## config.mk

```make
export PLATFORM = sky130hd
export DESIGN_NAME = load_store_unit
export DESIGN_NICKNAME = d
export VERILOG_FILES = /design/src/rtl/load_store_unit.sv
export SDC_FILE = /design/constraint.sdc
export NUM_CORES = 1
export LEC_CHECK = 0
export ABC_CLOCK_PERIOD_IN_PS = 4700
export BUFFER_PORTS_ARGS = -buffer_cell sky130_fd_sc_hd__buf_2
export CORE_MARGIN = 2
export CORE_UTILIZATION = 55
export CTS_CLUSTER_DIAMETER = 120
export DETAILED_ROUTE_END_ITERATION = 6
export PLACE_DENSITY = 0.86
export SETUP_SLACK_MARGIN = 0.2
export SLEW_MARGIN = 20
export SYNTH_ARGS = -nofsm -noshare
export SYNTH_HDL_FRONTEND = slang
export SYNTH_SLANG_ARGS = --single-unit
```

## constraint.sdc

```tcl
create_clock -name clk -period 4.7 [get_ports clk]
set_clock_uncertainty 0.05 [all_clocks]
set_input_delay 0.94 -clock clk [delete_from_list [all_inputs] [get_ports clk]]
set_output_delay 0.94 -clock clk [all_outputs]
set_load 0.01 [all_outputs]
```

## src/rtl/load_store_unit.sv

```systemverilog
// Load/store access controller between the core and a word-wide, async-read data memory.
// Handles sub-word extraction/extension on loads and read-modify-write merging on sub-word stores.
module load_store_unit #(
  parameter int ADDR_WIDTH = 6
) (
  input  logic                  clk,
  input  logic                  rst_n,
  input  logic                  ReqValid,
  output logic                  ReqReady,
  input  logic                  ReqWrite,
  input  logic [2:0]            ReqFunct3,
  input  logic [31:0]           ReqAddr,
  input  logic [31:0]           ReqWData,
  output logic                  RespValid,
  output logic [31:0]           RespRData,
  output logic                  RespErr,
  output logic [ADDR_WIDTH-1:0] DMemAddr,
  output logic                  DMemWrite,
  output logic [31:0]           DMemWData,
  input  logic [31:0]           DMemRData
);

  typedef enum logic [1:0] {IDLE, RD, WR, RESP} state_t;

  state_t                state_q, state_d;
  logic                  write_q;
  logic                  err_q;
  logic [2:0]            funct3_q;
  logic [ADDR_WIDTH+1:0] addr_q;
  logic [31:0]           wdata_q;
  logic [31:0]           buf_q;

  logic                  accept;
  logic                  req_err;
  logic                  illegal;
  logic                  misaligned;
  logic [31:0]           merged;
  logic [31:0]           lane_word;
  logic [31:0]           half_word;
  logic                  unused_addr;

  assign unused_addr = ^ReqAddr[31:ADDR_WIDTH+2];
  assign accept      = ReqValid && ReqReady;

  always_comb begin
    illegal    = 1'b1;
    misaligned = 1'b0;
    if (ReqWrite) begin
      illegal = !(ReqFunct3 inside {3'b000, 3'b001, 3'b010});
    end else begin
      illegal = !(ReqFunct3 inside {3'b000, 3'b001, 3'b010, 3'b100, 3'b101});
    end
    if (ReqFunct3[1:0] == 2'b01) misaligned = ReqAddr[0];
    if (ReqFunct3[1:0] == 2'b10) misaligned = (ReqAddr[1:0] != 2'b00);
  end

  assign req_err = illegal || misaligned;

  // NOTE: sequential state uses non-blocking assignments so every register samples pre-edge values.
  always_ff @(posedge clk or negedge rst_n) begin
    if (!rst_n) begin
      state_q  <= IDLE;
      write_q  <= 1'b0;
      err_q    <= 1'b0;
      funct3_q <= 3'b000;
      addr_q   <= '0;
      wdata_q  <= '0;
      buf_q    <= '0;
    end else begin
      state_q <= state_d;
      if (accept) begin
        write_q  <= ReqWrite;
        err_q    <= req_err;
        funct3_q <= ReqFunct3;
        addr_q   <= ReqAddr[ADDR_WIDTH+1:0];
        wdata_q  <= ReqWData;
      end
      if (state_q == RD) buf_q <= DMemRData;
    end
  end

  // NOTE: every output of this block gets a default first, so no path can infer a latch.
  always_comb begin
    state_d = state_q;
    unique case (state_q)
      IDLE: begin
        if (accept) begin
          if (req_err)                            state_d = RESP;
          else if (ReqWrite && ReqFunct3 == 3'b010) state_d = WR;
          else                                    state_d = RD;
        end
      end
      RD:      state_d = write_q ? WR : RESP;
      WR:      state_d = RESP;
      RESP:    state_d = IDLE;
      default: state_d = IDLE;
    endcase
  end

  always_comb begin
    merged = buf_q;
    unique case (funct3_q[1:0])
      2'b00:   merged[{addr_q[1:0], 3'b000} +: 8]  = wdata_q[7:0];
      2'b01:   merged[{addr_q[1], 4'b0000} +: 16]  = wdata_q[15:0];
      default: merged = wdata_q;
    endcase
  end

  assign lane_word = buf_q >> {addr_q[1:0], 3'b000};
  assign half_word = buf_q >> {addr_q[1], 4'b0000};

  always_comb begin
    RespRData = 32'h0;
    if (state_q == RESP && !err_q && !write_q) begin
      unique case (funct3_q)
        3'b000:  RespRData = {{24{lane_word[7]}}, lane_word[7:0]};
        3'b001:  RespRData = {{16{half_word[15]}}, half_word[15:0]};
        3'b010:  RespRData = buf_q;
        3'b100:  RespRData = {24'h0, lane_word[7:0]};
        3'b101:  RespRData = {16'h0, half_word[15:0]};
        default: RespRData = 32'h0;
      endcase
    end
  end

  // Outputs decode the asynchronously reset state, so DMemWrite drops the moment rst_n falls.
  assign ReqReady  = (state_q == IDLE);
  assign RespValid = (state_q == RESP);
  assign RespErr   = (state_q == RESP) && err_q;
  assign DMemWrite = (state_q == WR);
  assign DMemWData = (state_q == WR) ? merged : 32'h0;
  assign DMemAddr  = addr_q[ADDR_WIDTH+1:2];

endmodule

```

==> impl_metrics.csv, run 1 <==
group,metric,value,unit
run_status,status,"finished, final reports clean",
clocking,post-cts-setup-buffer-count,0,
grt,grt_overflow,0,
floorplanning,core,9240,sq um
sta,whs,461,ps
floorplanning,start_util,57.0,%
final_layout,nets,757,
floorplanning,num_rows,35,
grt,antenna_found_initial,0,
critical_path,cp_top_family,"simple AND/OR/NAND/NOR gates",
clocking,hold_buffers,0,
synthesis,synth_seq_area_share,37.6,%
grt,grt_pass1_vias,4785,
clocking,cts_buffers,9,
pwr,vdd_ir_drop_max,0.000377,V
synthesis,synth.avg_cell_area,10.1,sq um
synthesis,synth_flop_cell,"dfrtp_1",
pwr,p_per_area,767,nW/um^2
clocking,cts-root-buf,"clkbuf_8",
sta,setup_viol_count_final,0,
placed_design,placed_cells,763,
final_layout,finalNonFillerCells,778,
clocking,cts.clk_slew.worst_paths,80,ps
placed_design,port_buffers,152,
synthesis,synth_fp_nets,634,
grt,grt_usage,30.9,%
routing,avgViaCountPerCell,6.48,
final_layout,drive_gt1_share,43.8,%
routing,wl,16200,um
grt,grt_max_degree,80,
clocking,cts_tree,"done",
synthesis,synth_cell_type_count,47,
critical_path,crit_arrival,3060,ps
sta,worst_pin_slew,1060,ps
critical_path,setup.worst_path.start,"addr_q[0]",
pwr,swShare,46.2,%
critical_path,crit_required,3710,ps
routing,vias,5042,
final_layout,n_antenna_cell,0,
sta,report.final.slew_viol_count,0,
clocking,cts_num_sinks,79,
critical_path,crit_chain,"inv_1 > ha_1 > nor3b_1 > o21ai_0 > a221oi_1 > buf_2",
synthesis,ys_warn_count,0,
placed_design,dp_hpwl,11700,um
sta,finalCritPeriodShare,86.1,%
sta,finalWorstSetupSlack,654,ps
sta,period_minus_slack,4050,ps
sta,fmax,247,MHz
pwr,switching_power,2.21,mW
worst_hold_path,holdCritStartpoint,"addr_q[3]",
clocking,htreeDepth,3,
pwr,p_leak,2.79,nW
placed_design,gp_congestion,0.921,
grt,grt_pass1_wl,24600,um
critical_path,crit_path_top_delay_cell,"nor3b_1",
clocking,cts_buffer_depth,2,
critical_path,cpPeakStageDelay,740,ps
routing,dr.first_iter.drc_count,618,
synthesis,synth-seq-cells,79,
synthesis,synthCells,522,
sta,relSlewSlack,29.2,%
pwr,power_frac_comb,54.4,%
routing,drt.antenna.violating_nets,0,
pwr,p_clk_share,11.9,%
pwr,seqPwrFrac,33.7,%
pwr,power.internal,2.58,mW
floorplanning,die_h,102,um
routing,drtPass1Iterations,6,
routing,post_drt_wl_per_cell,20.8,um
critical_path,crit_fanout,11,
floorplanning,die_x,102,um
job,max_cap_viol_count,0,
synthesis,async_flop_share,100,%
critical_path,r2r-start,"state_q[0]",
placed_design,pre_cts_slack,1110,ps
final_layout,areaGrowthSynthToFinish,18.8,%
final_layout,fillers,745,
floorplanning,die_area,10400,sq um
synthesis,synth_edf_count,0,
critical_path,startpoint_type,"flip-flop",
synthesis,syn_area,5260,sq um
critical_path,endpoint_kind,"output pin",
sta,tns,0,ps
routing,drc,0,
sta,hold_viol,0,
clocking,clkLatencyLatePin,350,ps
floorplanning,ios,177,
clocking,ctsResizeCount,0,
critical_path,critPathBufInv,2,
critical_path,critical_path_class,"reg2out",
worst_hold_path,hp-class,"reg2reg",
sta,rsz0062_at_grt,"no",
[registers in the layout, summed over array words and instances (netlist names)]
| signal | cells |
|---|---|
| addr_q | 8 |
| funct3_q | 3 |
| wdata_q | 32 |
| write_q | 1 |
| err_q | 1 |
| state_q | 2 |
| buf_q | 32 |
[logic make-up after synthesis]
logic type	share of synthesized area (%)
compound gates	18.3
fa+ha+maj	2.14
buf+inv	5.06
flops	37.6
mux	24.0
simple gates	12.9
[Yosys cell counts, types with 2 or more instances]
master,number,area share [%]
mux2_2,100,21
dfrtp_1,79,38
a21oi_1,46,4.4
a22oi_1,32,4.6
nand2_1,31,2.2
clkbuf_1,30,2.1
o21ai_0,24,2.3
nor2b_1,19,2.3
mux2i_1,12,2.3
or3_1,12,1.4
a32oi_1,11,1.8
inv_1,11,0.78
nand2b_1,11,1.3
a221oi_1,10,1.7
ha_1,9,2.1
a31oi_1,8,0.95
and3b_1,8,1.3
o221ai_1,8,1.3
buf_2,6,0.57
buf_4,6,0.86
nor3_1,6,0.57
nor3b_1,5,0.71
buf_1,3,0.21
nand4_1,3,0.36
nor2_1,3,0.21
nor4b_1,3,0.50
o22ai_1,3,0.36
buf_6,2,0.43
nand4b_1,2,0.33
or2_2,2,0.24
[through the flow]
stage	utilization, %	area (sq um)	total power [mW]
finish	67.6	6250	4.79
CTS	67.6	6250	4.72
global placement	65.3	6030	4.01
detailed placement	65.3	6030	4.14
global route	67.6	6250	5.07
floorplan	-	5260	3.33
[cell type report]
cell class              count  area (sq um)  share of cell area (%)
well taps                 129           161                    2.58
flip-flops and latches     79          1980                    31.7
clock inverters             5          82.6                    1.32
multi-input cells         384          3030                    48.5
repair buffers            159           816                    13.1
inverters                  12          45.0                   0.721
clock buffers              10           138                    2.20
[metal layers]
metal / global-route usage (%) / up-vias / wire (um)
met5: 0 / - / 0
met4: 13.1 / 0 / 654
met2: 49.5 / 339 / 7610
li1: - / 2220 / -
met3: 5.95 / 55 / 1710
met1: 41.2 / 2428 / 6200
[placed cells by master, fill, tap and decap left out, types with 8 or more instances in the layout]
cell	n
dfrtp_1	78
or3_1	12
a31oi_1	8
mux2i_1	12
o21ai_0	24
ha_1	9
a22oi_1	32
buf_2	151
a32oi_1	11
clkbuf_8	10
and3b_1	8
inv_1	11
nor2b_1	18
mux2_2	100
nand2b_1	11
nand2_1	30
a221oi_1	10
a21oi_1	46
o221ai_1	8
buf_4	8
[power groups by stage]
stage	logic, mW	clock network [mW]	registers, mW
floorplan	2.04	0	1.29
global placement	2.45	0	1.56
detailed placement	2.55	0	1.59
CTS	2.57	0.571	1.58
global route	2.83	0.600	1.64
finish	2.61	0.569	1.62
[path summary, 6_finish.rpt]
kind / end / cells past startpoint / slack (ps)
hold / removal: addr_q[3] / 1 / 460
setup reg to reg: wdata_q[13] / 4 / 2510
hold reg to reg: addr_q[3] / 1 / 460
min in group asynchronous: buf_q[9] / 1 / 680
setup / recovery: DMemWData[7] / 6 / 650
max in group asynchronous: addr_q[1] / 1 / 3250
Note: power is estimated with default switching activity, not from simulation.
==> inputs of run 2 (changes only) <==
- CORE_MARGIN: 2 -> 3
- RECOVER_POWER: unset -> 100
==> run 2 against run 1 <==
The run now ends with design-rule violations, max-capacitance violations, max-slew violations left. Wire length decreased by 0.21%. Critical endpoint is now RespRData[31]. Via count decreased by 3.1%. Non-clock buffer count decreased by 1. Critical path depth decreased by 1. Register-to-register slack got worse by 620 ps. Power decreased by 3.0%.
==> impl_metrics.csv, run 2 (synthesis results as in run 1) <==
group,metric,value,unit
clocking,cts-root-buf,"clkbuf_8",
sta,tns,0,ps
pwr,vdd_ir_drop_max,0.000415,V
final_layout,fillers,818,
clocking,hold_buffers,0,
sta,fmax,237,MHz
floorplanning,die_h,104,um
final_layout,utilization,65.7,%
placed_design,dp_hpwl,11700,um
final_layout,final_common_cell,"mux2_2",
clocking,cts.clk_slew.worst_paths,100,ps
clocking,ctsResizeCount,0,
critical_path,crit_arrival,3230,ps
routing,post_drt_wl_per_cell,20.7,um
routing,avgViaCountPerCell,6.28,
critical_path,setup.worst_path.start,"funct3_q[0]",
clocking,cts_tree,"done",
worst_hold_path,hp-class,"reg2reg",
grt,grt_pass1_vias,4733,
clocking,cts_buffers,9,
floorplanning,num_rows,35,
floorplanning,core,9280,sq um
final_layout,reg.largest.list,"buf_q (32), wdata_q (32), addr_q (8)",
grt,grt_usage,29.9,%
critical_path,endpoint_kind,"output pin",
critical_path,timing.rr.end,"wdata_q[30]",
final_layout,nets,756,
sta,worst_pin_slew,1900,ps
critical_path,critical_path_class,"reg2out",
critical_path,startpoint_type,"flip-flop",
sta,rsz0062_at_grt,"no",
clocking,cts_num_sinks,79,
run_status,violations,"design-rule violations, max-capacitance violations, max-slew violations",
sta,finalCritPeriodShare,89.9,%
sta,period_minus_slack,4220,ps
worst_hold_path,holdCritStartpoint,"addr_q[7]",
sta,hold_viol,0,
critical_path,r2r-start,"state_q[0]",
sta,finalWorstSetupSlack,477,ps
critical_path,crit_fanout,31,
grt,grt_max_degree,80,
clocking,cts_buffer_depth,2,
sta,setup_viol_count_final,0,
clocking,clkLatencyLatePin,370,ps
floorplanning,start_util,56.7,%
final_layout,n_antenna_cell,0,
final_layout,layout_common_cells,"mux2_2 (99), buf_2 (84), dfrtp_1 (78), clkbuf_1 (69), a21oi_1 (46)",
grt,grt_pass1_wl,25800,um
routing,drt.antenna.violating_nets,0,
final_layout,areaGrowthSynthToFinish,16.0,%
final_layout,drive_gt1_share,32.5,%
critical_path,reg2reg_depth,4,
routing,drtPass1Iterations,7,
placed_design,gp_congestion,0.893,
pwr,p_leak,2.49,nW
run_status,status,"complete, but fails checks",
sta,relSlewSlack,-26.7,%
floorplanning,die_x,104,um
routing,dr.first_iter.drc_count,594,
clocking,post-cts-setup-buffer-count,0,
pwr,total_power,4.65,mW
sta,report.final.slew_viol_count,163,
grt,antenna_found_initial,0,
critical_path,crit_required,3710,ps
placed_design,port_buffers,152,
job,max_cap_viol_count,3,
grt,grt_overflow,0,
floorplanning,ios,177,
clocking,htreeDepth,3,
placed_design,pre_cts_slack,1090,ps
critical_path,r2r_slack,1890,ps
floorplanning,die_area,10800,sq um
routing,vias,4884,
pwr,p_per_area,761,nW/um^2
routing,drc,9,
routing,wl,16100,um
critical_path,timing.critical_path.to,"RespRData[31]",
sta,whs,467,ps
[run 2: cell count changes in the layout (fill, tap and decap cells not counted), sizes merged]
| cell | previous run | this run |
|---|---|---|
| bufinv | 2 | 0 |
| inv | 11 | 17 |
| buf | 159 | 87 |
| clkbuf | 10 | 80 |
| clkinv | 4 | 2 |
[run 2: cell type report]
| type | count | area, sq um | share of cell area, % |
|---|---|---|---|
| Multi-Input combinational cell | 384 | 3020 | 49.5 |
| Sequential cell | 79 | 1980 | 32.4 |
| Timing Repair Buffer | 158 | 712 | 11.7 |
| Tap cell | 129 | 161 | 2.65 |
| Clock buffer | 9 | 124 | 2.03 |
| Clock inverter | 7 | 62.6 | 1.03 |
| Inverter | 12 | 45.0 | 0.738 |
[run 2: worst min-delay path by stage]
stage | depth (start not counted) | endpoint
6_report | 1 | addr_q[7]
5_1_grt | 1 | wdata_q[22]
4_1_cts | 1 | addr_q[7]
3_5_place_dp | 1 | addr_q[2]
3_3_place_gp | 1 | addr_q[7]
2_1_floorplan | 2 | err_q
[run 2: worst max-delay path, cell delays in order, from the launching register on]
cell and delay, ps:
dfrtp_1 1000, nor3_1 190, a222oi_1 830, clkbuf_1 510, a21oi_1 160, clkbuf_1 170
[run 2: through the flow]
step | cells | instance area (sq um)
after floorplan | 522 | 5260
after global routing | 778 | 6100
after global placement | 762 | 6020
final | 778 | 6100
after CTS | 778 | 6210
after detailed placement | 762 | 6020
[run 2: per-layer routing]
metal	vias up	wire length [um]	track usage, %
met5	-	0	0
met4	0	404	10.9
met1	2368	6460	40.4
li1	2212	-	-
met2	268	7680	47.4
met3	36	1600	6.79
[run 2: report_power, final]
part	internal [mW]	switching (mW)
clock	0.206	0.296
sequential	1.03	0.566
combinational	1.17	1.38
